**src/rtl/wash_cycle_ctrl_if.sv**
```systemverilog
// Bundle of the operator controls and display/status outputs of wash_cycle_ctrl.
// The master side is the operator panel (drives start/on).
// The slave side is the controller (drives the display and status signals).
interface wash_cycle_ctrl_if;
  logic       start;
  logic       on;
  logic [3:0] dig3;
  logic [3:0] dig2;
  logic [3:0] dig1;
  logic [3:0] dig0;
  logic [7:0] st_light;
  logic [2:0] phase;
  logic       done;

  modport master (
    output start, on,
    input  dig3, dig2, dig1, dig0, st_light, phase, done
  );

  modport slave (
    input  start, on,
    output dig3, dig2, dig1, dig0, st_light, phase, done
  );
endinterface

```
**src/rtl/wash_cycle_ctrl.sv**
```systemverilog
// Washing-machine program controller.
// Runs the phases IDLE -> FILL -> WASH -> [RINSE] -> SPIN -> DONE on a divided 1 s tick.
// It counts the remaining program seconds down and ramps the water level.
// It drives the BCD digits of the scan4 display and the status LED bar.
// Optional feature: define WASH_RINSE_EN to include the RINSE phase and its seconds.
module wash_cycle_ctrl #(
  parameter int         TICK_DIV  = 100000000,
  parameter int         FILL_S    = 9,
  parameter int         WASH_S    = 40,
  parameter int         RINSE_S   = 20,
  parameter int         SPIN_S    = 9,
  parameter int         LEVEL_MAX = 9,
  parameter logic [3:0] BLANK     = 4'd11
) (
  input logic              clk,
  input logic              rst,
  wash_cycle_ctrl_if.slave bus
);

`ifdef WASH_RINSE_EN
  localparam int RINSE_PART = RINSE_S;
`else
  localparam int RINSE_PART = 0;
`endif
  localparam int TOTAL = FILL_S + WASH_S + RINSE_PART + SPIN_S;
  localparam int TCW   = $clog2(TICK_DIV);

  localparam logic [TCW-1:0] TICK_LAST = TCW'(TICK_DIV - 1);
  localparam logic [6:0]     TOTAL_V   = 7'(TOTAL);
  localparam logic [3:0]     LEVEL_TOP = 4'(LEVEL_MAX);

  // Reject parameter sets the two-digit display or the counters cannot represent.
  generate
    if (TOTAL > 99) begin : g_total_err
      $error("wash_cycle_ctrl: program total exceeds 99 seconds");
    end
    if (TICK_DIV < 2) begin : g_div_err
      $error("wash_cycle_ctrl: TICK_DIV must be at least 2");
    end
    if (FILL_S < 1 || WASH_S < 1 || RINSE_S < 1 || SPIN_S < 1) begin : g_dur_err
      $error("wash_cycle_ctrl: every phase must last at least 1 second");
    end
    if (LEVEL_MAX < 1 || LEVEL_MAX > 9) begin : g_lvl_err
      $error("wash_cycle_ctrl: LEVEL_MAX must be within 1..9");
    end
  endgenerate

  typedef enum logic [2:0] {
    IDLE  = 3'd0,
    FILL  = 3'd1,
    WASH  = 3'd2,
`ifdef WASH_RINSE_EN
    RINSE = 3'd3,
`endif
    SPIN  = 3'd4,
    DONE  = 3'd5
  } state_t;

  state_t         state;
  state_t         next_state;
  logic [6:0]     rem;
  logic [6:0]     phase_cnt;
  logic [6:0]     next_dur;
  logic [3:0]     level;
  logic [TCW-1:0] tick_cnt;
  logic           running;
  logic           launch;
  logic           tick;
  logic           phase_end;

  assign running   = (state != IDLE) && (state != DONE);
  assign launch    = !running && bus.start;
  assign tick      = running && bus.on && (tick_cnt == TICK_LAST);
  assign phase_end = tick && (phase_cnt == 7'd1);

  // State register.
  always_ff @(posedge clk or negedge rst) begin
    // NOTE: sequential state uses non-blocking assignments so every register
    // samples the pre-edge values regardless of block ordering.
    if (!rst) state <= IDLE;
    else      state <= next_state;
  end

  // Next-state logic and the duration loaded into phase_cnt on a phase change.
  always_comb begin
    // NOTE: defaults first so that no path through the case leaves a signal
    // unassigned, which would infer a latch.
    next_state = state;
    next_dur   = '0;
    case (state)
      IDLE, DONE: begin
        if (bus.start) next_state = FILL;
      end
      FILL: begin
        if (phase_end) begin
          next_state = WASH;
          next_dur   = 7'(WASH_S);
        end
      end
      WASH: begin
        if (phase_end) begin
`ifdef WASH_RINSE_EN
          next_state = RINSE;
          next_dur   = 7'(RINSE_S);
`else
          next_state = SPIN;
          next_dur   = 7'(SPIN_S);
`endif
        end
      end
`ifdef WASH_RINSE_EN
      RINSE: begin
        if (phase_end) begin
          next_state = SPIN;
          next_dur   = 7'(SPIN_S);
        end
      end
`endif
      SPIN: begin
        if (phase_end) next_state = DONE;
      end
      default: next_state = IDLE;
    endcase
  end

  // Program datapath: second divider, remaining time, phase countdown and water level.
  // Everything holds while paused, so a partial second survives a pause.
  always_ff @(posedge clk or negedge rst) begin
    if (!rst) begin
      rem       <= TOTAL_V;
      phase_cnt <= '0;
      level     <= '0;
      tick_cnt  <= '0;
    end else if (launch) begin
      rem       <= TOTAL_V;
      phase_cnt <= 7'(FILL_S);
      level     <= '0;
      tick_cnt  <= '0;
    end else if (running && bus.on) begin
      tick_cnt <= tick ? '0 : tick_cnt + 1'b1;
      if (tick) begin
        if (rem != 7'd0) rem <= rem - 7'd1;
        phase_cnt <= phase_end ? next_dur : phase_cnt - 7'd1;
        if (state == FILL && level < LEVEL_TOP)  level <= level + 4'd1;
        else if (state == SPIN && level != 4'd0) level <= level - 4'd1;
      end
    end
  end

  // Status LED bar decoded from the state register.
  always_comb begin
    bus.st_light = 8'h00;
    case (state)
      FILL:    bus.st_light = 8'h0F;
      WASH:    bus.st_light = 8'h3F;
`ifdef WASH_RINSE_EN
      RINSE:   bus.st_light = 8'h7F;
`endif
      SPIN:    bus.st_light = 8'hFF;
      DONE:    bus.st_light = 8'hAA;
      default: bus.st_light = 8'h00;
    endcase
  end

  assign bus.phase = state;
  assign bus.done  = (state == DONE);
  assign bus.dig3  = level;
  assign bus.dig2  = BLANK;
  assign bus.dig1  = 4'(rem / 7'd10);
  assign bus.dig0  = 4'(rem % 7'd10);

endmodule

```
**src/flat_wrapper.sv**
```systemverilog
// flat-port wrapper written by rule: the top's interface ports become plain ports
module wash_cycle_ctrl_flat 
#(
  parameter int         TICK_DIV  = 100000000,
  parameter int         FILL_S    = 9,
  parameter int         WASH_S    = 40,
  parameter int         RINSE_S   = 20,
  parameter int         SPIN_S    = 9,
  parameter int         LEVEL_MAX = 9,
  parameter logic [3:0] BLANK     = 4'd11
)
  (clk, rst, bus_start, bus_on, bus_dig3, bus_dig2, bus_dig1, bus_dig0, bus_st_light, bus_phase, bus_done);
  wash_cycle_ctrl_if bus_i ();
  input logic clk;
  input logic rst;
  input wire logic [$bits(bus_i.start)-1:0] bus_start;
  input wire logic [$bits(bus_i.on)-1:0] bus_on;
  output wire logic [$bits(bus_i.dig3)-1:0] bus_dig3;
  output wire logic [$bits(bus_i.dig2)-1:0] bus_dig2;
  output wire logic [$bits(bus_i.dig1)-1:0] bus_dig1;
  output wire logic [$bits(bus_i.dig0)-1:0] bus_dig0;
  output wire logic [$bits(bus_i.st_light)-1:0] bus_st_light;
  output wire logic [$bits(bus_i.phase)-1:0] bus_phase;
  output wire logic [$bits(bus_i.done)-1:0] bus_done;
  assign bus_i.start = bus_start;
  assign bus_i.on = bus_on;
  assign bus_dig3 = bus_i.dig3;
  assign bus_dig2 = bus_i.dig2;
  assign bus_dig1 = bus_i.dig1;
  assign bus_dig0 = bus_i.dig0;
  assign bus_st_light = bus_i.st_light;
  assign bus_phase = bus_i.phase;
  assign bus_done = bus_i.done;
  wash_cycle_ctrl #(.TICK_DIV(TICK_DIV), .FILL_S(FILL_S), .WASH_S(WASH_S), .RINSE_S(RINSE_S), .SPIN_S(SPIN_S), .LEVEL_MAX(LEVEL_MAX), .BLANK(BLANK)) u_core (.clk(clk), .rst(rst), .bus(bus_i));
endmodule
```
**config.mk**
```make
export PLATFORM = sky130hd
export DESIGN_NAME = wash_cycle_ctrl_flat
export DESIGN_NICKNAME = d
export VERILOG_FILES = /design/src/rtl/wash_cycle_ctrl_if.sv /design/src/rtl/wash_cycle_ctrl.sv /design/src/flat_wrapper.sv
export SDC_FILE = /design/constraint.sdc
export NUM_CORES = 1
export LEC_CHECK = 0
export CAP_MARGIN = 20
export CORE_AREA = 10 10 108 110
export DETAILED_ROUTE_END_ITERATION = 10
export DIE_AREA = 0 0 118 120
export GPL_TIMING_DRIVEN = 0
export PLACE_DENSITY_LB_ADDON = 0.2
export SKIP_CTS_REPAIR_TIMING = 1
export SYNTH_ARGS = -nofsm -noshare
export SYNTH_HDL_FRONTEND = slang
export SYNTH_SLANG_ARGS = --single-unit
export TNS_END_PERCENT = 5
```
**constraint.sdc**
```tcl
create_clock -name clk -period 2.55 [get_ports clk]
set_input_delay 0.255 -clock clk [delete_from_list [all_inputs] [get_ports clk]]
set_output_delay 0.255 -clock clk [all_outputs]
set_load 0.02 [all_outputs]
```
Word level (Yosys, flattened, before mapping)
Index checks and enable logic that the tools add are counted.
W data, S select, Z words.
Word-level totals
  register bits after elaboration: 48
  output and inout bits: 28
  logic and storage cells: 68
Operators by class
  $add $sub $neg: 5
  div/mod/pow operators: 2
  magnitude comparators: 1
  equal/unequal tests: 11
  muxes and demuxes: 23
  reductions and logical operators: 21
Operator list (number)
  $mux W27: 3
  $mux W7: 8
  $pmux W8 S4: 1
  $add A27 B1 Y27 const B: 1
  $eq A27 B27 Y1 const B: 1
  $mux W4: 5
  $sub A7 B1 Y7 const B: 2
  $mux W3: 4
  $pmux W3 S4: 1
  $pmux W6 S2: 1
  $div A7 B4 Y7 const B: 1
  $eq A7 B1 Y1 const B: 1
  $logic_and A1 B1 Y1: 7
  $mod A7 B4 Y7 const B: 1
  $reduce_bool A7 Y1: 1
  $eq A3 B3 Y1 const B: 2
  $ne A2 B1 Y1 const B: 3
  $reduce_and A3 Y1: 2
  $reduce_bool A2 Y1: 3
  $reduce_bool A3 Y1: 2
  $add A4 B1 Y4 const B: 1
  $lt A4 B4 Y1 const B: 1
  $reduce_and A4 Y1: 1
  $reduce_bool A4 Y1: 1
  other kinds (9): 9

Logic depth before layout (Yosys ltp)
Gate-level depths: netlist of the first run.
  depth in word-level cells: 9
  depth in mapped cells: 10
  mapped depth without buffers: 9

Worst setup path before layout of the first run
OpenSTA, ideal clock, no wires.
  path type: flip-flop to output port
  start point: reg u_core.rem[4]
  end point: out bus_dig0[1]
  data arrival time: 2.404 ns
  setup slack: -0.109 ns
  stages on the path, launching flop included: 11
  cell sequence: dfstp_2 -> clkbuf_1 -> clkbuf_2 -> nand2b_1 -> o21a_1 -> inv_1 -> xnor2_1 -> ha_1 -> o211ai_1 -> a21boi_0 -> xnor2_1
On the way
  longest elaborated chain between the ends: 1
RTL lines
  from (decl): RTL line wash_cycle_ctrl.sv:61  | logic [6:0] rem;
  from (signal assigned): RTL line wash_cycle_ctrl.sv:142  | if (rem != 7'd0) rem <= rem - 7'd1;
  $mod A7 B4 Y7: RTL line wash_cycle_ctrl.sv:170  | assign bus.dig0 = 4'(rem % 7'd10);
  to (decl): RTL line flat_wrapper.sv:21  | output wire logic [$bits(bus_i.dig0)-1:0] bus_dig0;
No other way between the ends.

Worst setup path after layout of the first run
  start point: reg u_core.rem[3]
  end point: out bus_dig0[1]
Same word-level chain as after synthesis.

==> results of run 1 <==
==> per-layer routing <==
layer | vias to the layer above | GRT usage | share of wire
met3 | 2 | 0.0206 | 0.027
met5 | - | 0 | 0
met1 | 1315 | 0.130 | 0.47
met4 | 0 | 0.0185 | 0.0035
li1 | 1400 | - | -
met2 | 26 | 0.187 | 0.50
==> final cells by class <==
type	instances	area [µm²]	share of cell area
Inverter	14	52.6	0.0134
Timing Repair Buffer	36	339	0.0863
Clock inverter	1	7.51	0.00191
Clock buffer	7	86.3	0.0220
Sequential cell	48	1210	0.308
Multi-Input combinational cell	293	1930	0.492
Tap cell	133	166	0.0423
Buffer	20	135	0.0344
==> through the flow <==
stage / total power [mW] / instances / setup slack, ns
after floorplan: 1.03 / 376 / -0.0533
after global placement: 1.11 / 536 / -0.726
after detailed placement: 1.12 / 537 / -0.777
after CTS: 1.61 / 545 / -1.11
after global routing: 1.71 / 552 / -0.322
final: 1.62 / 552 / -0.177
==> synth_stat cells (all sizes together) (8+ instances only) <==
cell type / count / area share
a21oi: 10 / 0.016
buf: 11 / 0.025
clkbuf: 10 / 0.013
dfrtp: 44 / 0.35
ha: 9 / 0.035
inv: 14 / 0.016
nand2: 43 / 0.051
nand2b: 8 / 0.016
nand3: 19 / 0.030
nand4: 13 / 0.032
nor2: 51 / 0.060
nor3: 9 / 0.014
nor4: 10 / 0.026
o21ai: 19 / 0.030
xnor2: 19 / 0.052
xor2: 12 / 0.033
==> worst paths after layout <==
path,start,endpoint,slack [ns],cells past startpoint
worst min-delay path,rst,u_core.tick_cnt[17]$_DFFE_PN0P_,0.42,2
worst max register to register,u_core.tick_cnt[1]$_DFFE_PN0P_,u_core.rem[5]$_DFFE_PN1P_,0.06,8
worst min register to register,u_core.tick_cnt[26]$_DFFE_PN0P_,u_core.tick_cnt[26]$_DFFE_PN0P_,0.51,1
worst max-delay path,u_core.rem[3]$_DFFE_PN1P_,bus_dig0[1],-0.18,11
min in group clk,u_core.tick_cnt[26]$_DFFE_PN0P_,u_core.tick_cnt[26]$_DFFE_PN0P_,0.51,1
max in group asynchronous,rst,u_core.rem[5]$_DFFE_PN1P_,1.54,3
==> power breakdown <==
| group | leakage, nW | switching [mW] | internal [mW] | total [mW] |
|---|---|---|---|---|
| logic | 0.958 | 0.150 | 0.124 | 0.274 |
| clock network | 0.0445 | 0.264 | 0.221 | 0.485 |
| registers | 0.624 | 0.0528 | 0.809 | 0.862 |
==> logic make-up (layout without fill, tap and decap cells) <==
kind of cell    count (synthesis)  count (layout)  share of synthesized area
flops                          48              48                      0.378
other cells                     2               4                    0.00235
fa+ha+maj                      11              11                     0.0447
compound gates                 63              63                      0.130
xor+xnor                       31              31                     0.0851
mux                             3               3                    0.00981
buf+inv                        35              78                     0.0537
simple gates                  181             181                      0.296
==> flip-flops by register name, summed over array words and instances, names as in the netlist <==
| name | count |
|---|---|
| u_core.tick_cnt | 27 |
| u_core.phase_cnt | 7 |
| u_core.rem | 7 |
| u_core.bus.dig3 | 4 |
| u_core.bus.phase | 3 |
==> critical path: stages (launching register included) <==
cell and delay [ns]:
sky130_fd_sc_hd__dfstp_2 0.56, sky130_fd_sc_hd__buf_6 0.13, sky130_fd_sc_hd__nand2b_4 0.13, sky130_fd_sc_hd__o22a_1 0.15
sky130_fd_sc_hd__o21a_1 0.16, sky130_fd_sc_hd__inv_2 0.06, sky130_fd_sc_hd__xnor2_2 0.18, sky130_fd_sc_hd__ha_2 0.22
sky130_fd_sc_hd__o211ai_1 0.10, sky130_fd_sc_hd__a21boi_2 0.20, sky130_fd_sc_hd__xnor2_2 0.12, sky130_fd_sc_hd__buf_4 0.15
==> out/summary.txt, run 1 <==
RSZ-0062 raised after global routing: true
number of CTS-inserted buffers: 5
YS warnings: 0
maximum number of pins on one net before global-route repair: 32
GRT Util Overall: 0.105
number of max-cap violations: 0
Critical Path Fanout Max: 8
kind of start point of the critical path: flip-flop
layout cell share with drive strength beyond 1: 0.174
cell area after synthesis: 0.00319 mm²
count of fill cells added during filler insertion: 972
peak ir drop on the vdd network: 0.243 mV
share of the clock period used by the worst path after layout: 1.07
Total Routed Length: 7520 µm
Data required, critical path: 2.30 ns
gate count of the mapped netlist: 374
Worst setup EP type: output port
vertical die dimension: 120 µm
area of the core: 0.00955 mm²
Worst EP arrival: 2.47 ns
final setup fails: 3
final critical path time including I/O delays and setup: 2.73 ns
Final Skew: 0.00846 ns
status: finished with violations
level count of the clock H-tree: 2
clock tree from TritonCTS: yes
ys async rst share: 1.00
Root Buffer: sky130_fd_sc_hd__clkbuf_8
Iter 0 DRT Violations: 116
final setup TNS: -0.434 ns
overflow left after global routing: 0
Avg Inst Size Synth: 8.53 µm²
Finished Cell Area: 0.00393 mm²
die area: 0.0142 mm²
CTS clock-pin slew for the worst setup and hold paths: 0.10 ns
final worst hold slack: 0.421 ns
number of flops mapped to enable cells by yosys: 0
final routed DRC violation total: 0
FF+latch count, synth: 48
f_max: 367 MHz
number of buffer cells added on primary ports: 27
final hold viol count: 0
detailed-route wire length per cell: 13.6 µm
most frequent standard cell in the layout excluding fill and tap cells: sky130_fd_sc_hd__nor2_1
total vias in the final route: 2743
commonest cells after routing, fill and taps aside: sky130_fd_sc_hd__nor2_1, sky130_fd_sc_hd__nand2_1, sky130_fd_sc_hd__dfrtp_1
worst min-delay path class: input port to asynchronous set/reset pin
via density per instance: 4.97
PD cells: 412 mW/mm²
Finished Core Util: 0.412
failing checks: negative setup slack
WS Path Type: flip-flop to output port
post-synthesis sequential area ratio: 0.378
reported leakage power: 1.63 nW
max-slew violation count: 0
vias in the first global route: 2700
number of detailed-routing iterations run before antenna repair: 4
Worst-Margin Slew: 0.702 ns
clock latency at the later pin of the worst-skew pair: 0.30 ns
most common flop cell mapped by yosys: sky130_fd_sc_hd__dfrtp_1
Bufs on Longest Clock Path: 2
number of distinct standard cells referenced by the synthesized netlist: 62
Placed Instance Area: 0.00366 mm²
total clock sinks: 48
DP HPWL: 5530 µm
worst slew margin relative to its limit: 0.529
Initial Utilization: 0.334
synthesis-to-layout area growth: 23.2%
global-route wire length before repair: 12900 µm
Final Worst Setup Slack: -0.177 ns
layout net count: 432
final antenna-violating net count: 0
final weighted congestion of routability-driven global placement: 0.834
cell row count: 36
Die Width: 118 µm
number of antenna cells inserted: 0
number of antenna violations at the first check in global routing: 0
number of top-level pins: 32
Power figures use the tool's default switching activity.
==> run 2: changes to the inputs <==
- CORE_AREA: 10 10 108 110 -> 2 2 100 102
- DIE_AREA: 0 0 118 120 -> 0 0 102 104
==> out/summary.txt, run 2 (synthesis results as in run 1) <==
DP HPWL: 5250 µm
final routed DRC violation total: 0
total vias in the final route: 2785
detailed-route wire length per cell: 13.2 µm
number of max-cap violations: 0
Final Worst Setup Slack: -0.152 ns
number of detailed-routing iterations run before antenna repair: 4
Initial Utilization: 0.334
most frequent standard cell in the layout excluding fill and tap cells: sky130_fd_sc_hd__nor2_1
vertical die dimension: 104 µm
maximum number of pins on one net before global-route repair: 31
die area: 0.0106 mm²
kind of start point of the critical path: flip-flop
final weighted congestion of routability-driven global placement: 0.835
share of the clock period used by the worst path after layout: 1.06
GRT Util Overall: 0.142
Finished Core Util: 0.412
layout cell share with drive strength beyond 1: 0.165
number of CTS-inserted buffers: 5
final hold viol count: 0
setup slack of the worst register-to-register path: -0.08 ns
register ranked first by flip-flop count: u_core.tick_cnt
RSZ-0062 raised after global routing: true
final setup fails: 4
Worst EP arrival: 2.45 ns
Cell Count, Final, Fillers Out: 552
Worst-Margin Slew: 0.810 ns
Bufs on Longest Clock Path: 2
failing checks: negative setup slack
WS Path Type: flip-flop to output port
final antenna-violating net count: 0
max FFs per register: 27
cell with the largest stage delay on the worst path: sky130_fd_sc_hd__dfstp_2
global-route wire length before repair: 12500 µm
layout net count: 432
vias in the first global route: 2548
critical path's largest stage delay: 0.56 ns
f_max: 370 MHz
via density per instance: 5.05
total instance count after detailed placement: 537
number of top-level pins: 32
status: finished with violations
final critical path time including I/O delays and setup: 2.70 ns
Data required, critical path: 2.30 ns
number of antenna violations at the first check in global routing: 0
commonest cells after routing, fill and taps aside: sky130_fd_sc_hd__nor2_1, sky130_fd_sc_hd__dfrtp_1, sky130_fd_sc_hd__nand2_1
Cell Chain, Critical Path: buf_6, nand2b_4, o22a_1, o21a_1, inv_2, xnor2_4, ha_4, o211ai_1, a21boi_2, xnor2_2, buf_4
reported leakage power: 1.64 nW
peak ir drop on the vdd network: 0.213 mV
cell row count: 36
PD cells: 428 mW/mm²
Total Routed Length: 7280 µm
final worst hold slack: 0.437 ns
overflow left after global routing: 0
Die Width: 102 µm
level count of the clock H-tree: 2
CTS clock-pin slew for the worst setup and hold paths: 0.10 ns
Root Buffer: sky130_fd_sc_hd__clkbuf_8
max-slew violation count: 0
number of antenna cells inserted: 0
Critical Path Fanout Max: 7
total clock sinks: 48
Iter 0 DRT Violations: 112
worst slew margin relative to its limit: 0.459
number of buffer cells added on primary ports: 27
Final Skew: 0.00697 ns
clock tree from TritonCTS: yes
synthesis-to-layout area growth: 23.4%
area of the core: 0.00955 mm²
registers with the highest flip-flop counts: u_core.tick_cnt (27), u_core.phase_cnt (7), u_core.rem (7)
Worst setup EP type: output port
worst min-delay path class: input port to asynchronous set/reset pin
clock latency at the later pin of the worst-skew pair: 0.30 ns
[run 2: area by class of cell]
class	instances	area, µm²
clock buffers	5	68.8
clock inverters	3	42.5
well taps	133	166
fillers	993	5610
plain buffers	20	146
flip-flops and latches	48	1210
multi-input cells	293	1930
repair buffers	36	328
inverters	14	52.6
[run 2: per-stage QoR]
| stage | power (mW) | instance area (µm²) | TNS, ns | setup WS [ns] |
|---|---|---|---|---|
| floorplan | 1.03 | 3210 | -0.0744 | -0.0533 |
| global placement | 1.11 | 3650 | -15.99 | -0.721 |
| detailed placement | 1.12 | 3660 | -3.07 | -0.756 |
| CTS | 1.69 | 3770 | -4.89 | -1.12 |
| global route | 1.78 | 3940 | -1.04 | -0.303 |
| finish | 1.69 | 3940 | -0.391 | -0.152 |
[run 2: final timing paths]
kind,startpoint,endpoint,cells after the start
setup / recovery,u_core.rem[3]$_DFFE_PN1P_,bus_dig0[1],11
hold / removal,rst,u_core.tick_cnt[16]$_DFFE_PN0P_,2
setup reg to reg,u_core.tick_cnt[0]$_DFFE_PN0P_,u_core.rem[5]$_DFFE_PN1P_,8
hold reg to reg,u_core.tick_cnt[26]$_DFFE_PN0P_,u_core.tick_cnt[26]$_DFFE_PN0P_,1
max in group asynchronous,rst,u_core.rem[1]$_DFFE_PN1P_,3
min in group clk,u_core.tick_cnt[26]$_DFFE_PN0P_,u_core.tick_cnt[26]$_DFFE_PN0P_,1
[run 2: worst max-delay path: cells and delay by family, from the launching register on]
family	cells	cell delay, ns
DFF	1	0.56
xor gates and xnor gates	2	0.33
adders and majority gates	1	0.17
buffers and inverters	3	0.35
and+or+nand+nor	1	0.13
AOI/OAI and AO/OA	4	0.60
[run 2: metal layers]
layer / part of all wire / track usage / up-vias
met4: 0.0033 / 0.0229 / 0
met2: 0.49 / 0.228 / 30
li1: - / - / 1406
met5: 0 / 0 / -
met3: 0.021 / 0.0262 / 2
met1: 0.48 / 0.201 / 1347
[run 2: where the power goes]
part | switching, mW | leakage (nW) | internal, mW
Sequential | 0.0465 | 0.626 | 0.807
Clock | 0.269 | 0.0541 | 0.291
Combinational | 0.151 | 0.957 | 0.121
==> run 3: changes to the inputs <==
- CORE_AREA: 2 2 100 102 -> 2 2 90 114
- CTS_BUF_LIST: default -> sky130_fd_sc_hd__clkbuf_8
- DIE_AREA: 0 0 102 104 -> 0 0 92 116
==> out/summary.txt, run 3 (synthesis results as in run 1) <==
status: finished with violations
failing checks: negative setup slack
critical path buffer and inverter count: 2
number of antenna violations at the first check in global routing: 0
PD cells: 410 mW/mm²
commonest cells after routing, fill and taps aside: sky130_fd_sc_hd__nor2_1, sky130_fd_sc_hd__dfrtp_1, sky130_fd_sc_hd__nand2_1
Initial Utilization: 0.335
switching portion of total power: 0.290
clock tree from TritonCTS: yes
max FFs per register: 27
met1 capacity usage during global routing: 0.181
final weighted congestion of routability-driven global placement: 0.814
fraction of power consumed by the clock network: 0.294
layout net count: 430
Data required, critical path: 2.30 ns
f_max: 357 MHz
Worst EP arrival: 2.55 ns
overflow left after global routing: 0
CTS clock-pin slew for the worst setup and hold paths: 0.09 ns
Root Buffer: sky130_fd_sc_hd__clkbuf_8
WS Path Type: flip-flop to output port
area of the core: 0.00951 mm²
Cell Chain, Critical Path: nor3b_4, o22a_1, o21a_1, inv_2, xnor2_2, ha_2, o211ai_1, a21boi_2, xnor2_2, buf_4
via density per instance: 5.10
Int Power: 1.14 mW
number of buffer cells added on primary ports: 27
cell with the largest stage delay on the worst path: sky130_fd_sc_hd__dfstp_2
Total Routed Length: 7360 µm
Iter 0 DRT Violations: 79
level count of the clock H-tree: 2
final routed DRC violation total: 0
kind of start point of the critical path: flip-flop
share of the clock period used by the worst path after layout: 1.10
Die Width: 92 µm
global-route wire length before repair: 12400 µm
registers with the highest flip-flop counts: u_core.tick_cnt (27), u_core.phase_cnt (7), u_core.rem (7)
register ranked first by flip-flop count: u_core.tick_cnt
reported leakage power: 1.63 nW
total clock sinks: 48
die area: 0.0107 mm²
Finished Core Util: 0.412
Worst-Margin Slew: 0.703 ns
Bufs on Longest Clock Path: 2
worst min-delay path class: input port to asynchronous set/reset pin
number of top-level pins: 32
worst slew margin relative to its limit: 0.529
GR Util met2: 0.250
count of fill cells added during filler insertion: 973
layout cell share with drive strength beyond 1: 0.165
final worst hold slack: 0.431 ns
Final Worst Setup Slack: -0.253 ns
final hold viol count: 0
vias in the first global route: 2697
Top cell by count, worst path: sky130_fd_sc_hd__xnor2_2
Logic pwr share: 0.170
final setup fails: 5
number of max-cap violations: 0
total instance count after detailed placement: 530
Seq pwr share: 0.536
synthesis-to-layout area growth: 22.8%
number of antenna cells inserted: 0
number of detailed-routing iterations run before antenna repair: 4
global route hottest layer: met2
final antenna-violating net count: 0
Worst setup EP type: output port
most frequent standard cell in the layout excluding fill and tap cells: sky130_fd_sc_hd__nor2_1
maximum number of pins on one net before global-route repair: 31
cell row count: 40
final critical path time including I/O delays and setup: 2.80 ns
max-slew violation count: 0
Top delay family on crit path: compound AO/OA/AOI/OAI gates
total vias in the final route: 2770
DP HPWL: 5340 µm
net switching power: 0.466 mW
detailed-route wire length per cell: 13.6 µm
clock latency at the later pin of the worst-skew pair: 0.31 ns
critical path's largest stage delay: 0.58 ns
peak ir drop on the vdd network: 0.258 mV
GRT Util Overall: 0.142
Cell Count, Final, Fillers Out: 543
RSZ-0062 raised after global routing: true
vertical die dimension: 116 µm
number of CTS-inserted buffers: 5
met3 capacity usage during global routing: 0.0202
Final Skew: 0.0106 ns
Critical Path Fanout Max: 3
## run 3: path summary, 6_finish.rpt
| check | startpoint | end | slack [ns] | cells past startpoint |
|---|---|---|---|---|
| worst max-delay path | u_core.rem[5]$_DFFE_PN1P_ | bus_dig0[1] | -0.25 | 10 |
| worst min-delay path | rst | u_core.rem[6]$_DFFE_PN0P_ | 0.43 | 2 |
| worst max register to register | u_core.tick_cnt[1]$_DFFE_PN0P_ | u_core.rem[5]$_DFFE_PN1P_ | -0.01 | 8 |
| worst min register to register | u_core.tick_cnt[26]$_DFFE_PN0P_ | u_core.tick_cnt[26]$_DFFE_PN0P_ | 0.50 | 1 |
| max in group asynchronous | rst | u_core.rem[3]$_DFFE_PN1P_ | 1.53 | 3 |
| min in group clk | u_core.tick_cnt[26]$_DFFE_PN0P_ | u_core.tick_cnt[26]$_DFFE_PN0P_ | 0.50 | 1 |
## run 3: final cells by class
cell class                      count  area [µm²]  share of cell area
Clock inverter                      2        7.51             0.00192
Multi-Input combinational cell    293        1950               0.497
Clock buffer                        6        82.6              0.0211
Tap cell                          126         158              0.0403
Timing Repair Buffer               34         318              0.0812
Inverter                           14        52.6              0.0134
Sequential cell                    48        1210               0.308
Buffer                             20         143              0.0364
## run 3: layer usage
metal / part of all wire / vias up
li1: - / 1391
met1: 0.46 / 1347
met2: 0.51 / 23
met3: 0.018 / 9
met4: 0.013 / 0
met5: 0 / -
## run 3: per-stage QoR
step | TNS, ns | area (µm²) | power, mW | setup WS [ns]
floorplan | -0.0744 | 3210 | 1.03 | -0.0533
finish | -0.615 | 3920 | 1.61 | -0.253
global route | -1.32 | 3920 | 1.69 | -0.367
CTS | -5.11 | 3740 | 1.60 | -1.11
global placement | -15.46 | 3640 | 1.11 | -0.731
detailed placement | -3.00 | 3650 | 1.12 | -0.762
## run 3: worst register-to-register path: stages (launching register included)
cell	delay, ns
sky130_fd_sc_hd__dfrtp_1	0.46
sky130_fd_sc_hd__ha_4	0.19
sky130_fd_sc_hd__nand3_2	0.07
sky130_fd_sc_hd__or2_1	0.23
sky130_fd_sc_hd__buf_6	0.14
sky130_fd_sc_hd__nor4_4	0.58
sky130_fd_sc_hd__nand4_4	0.19
sky130_fd_sc_hd__o31a_1	0.29
sky130_fd_sc_hd__or3_1	0.34
## run 3: power by group through the flow
| stage | clock, mW | combinational (mW) | sequential (mW) |
|---|---|---|---|
| floorplan | 0 | 0.177 | 0.856 |
| global placement | 0 | 0.246 | 0.866 |
| detailed placement | 0 | 0.255 | 0.866 |
| CTS | 0.490 | 0.256 | 0.852 |
| global route | 0.516 | 0.307 | 0.868 |
| finish | 0.472 | 0.273 | 0.862 |
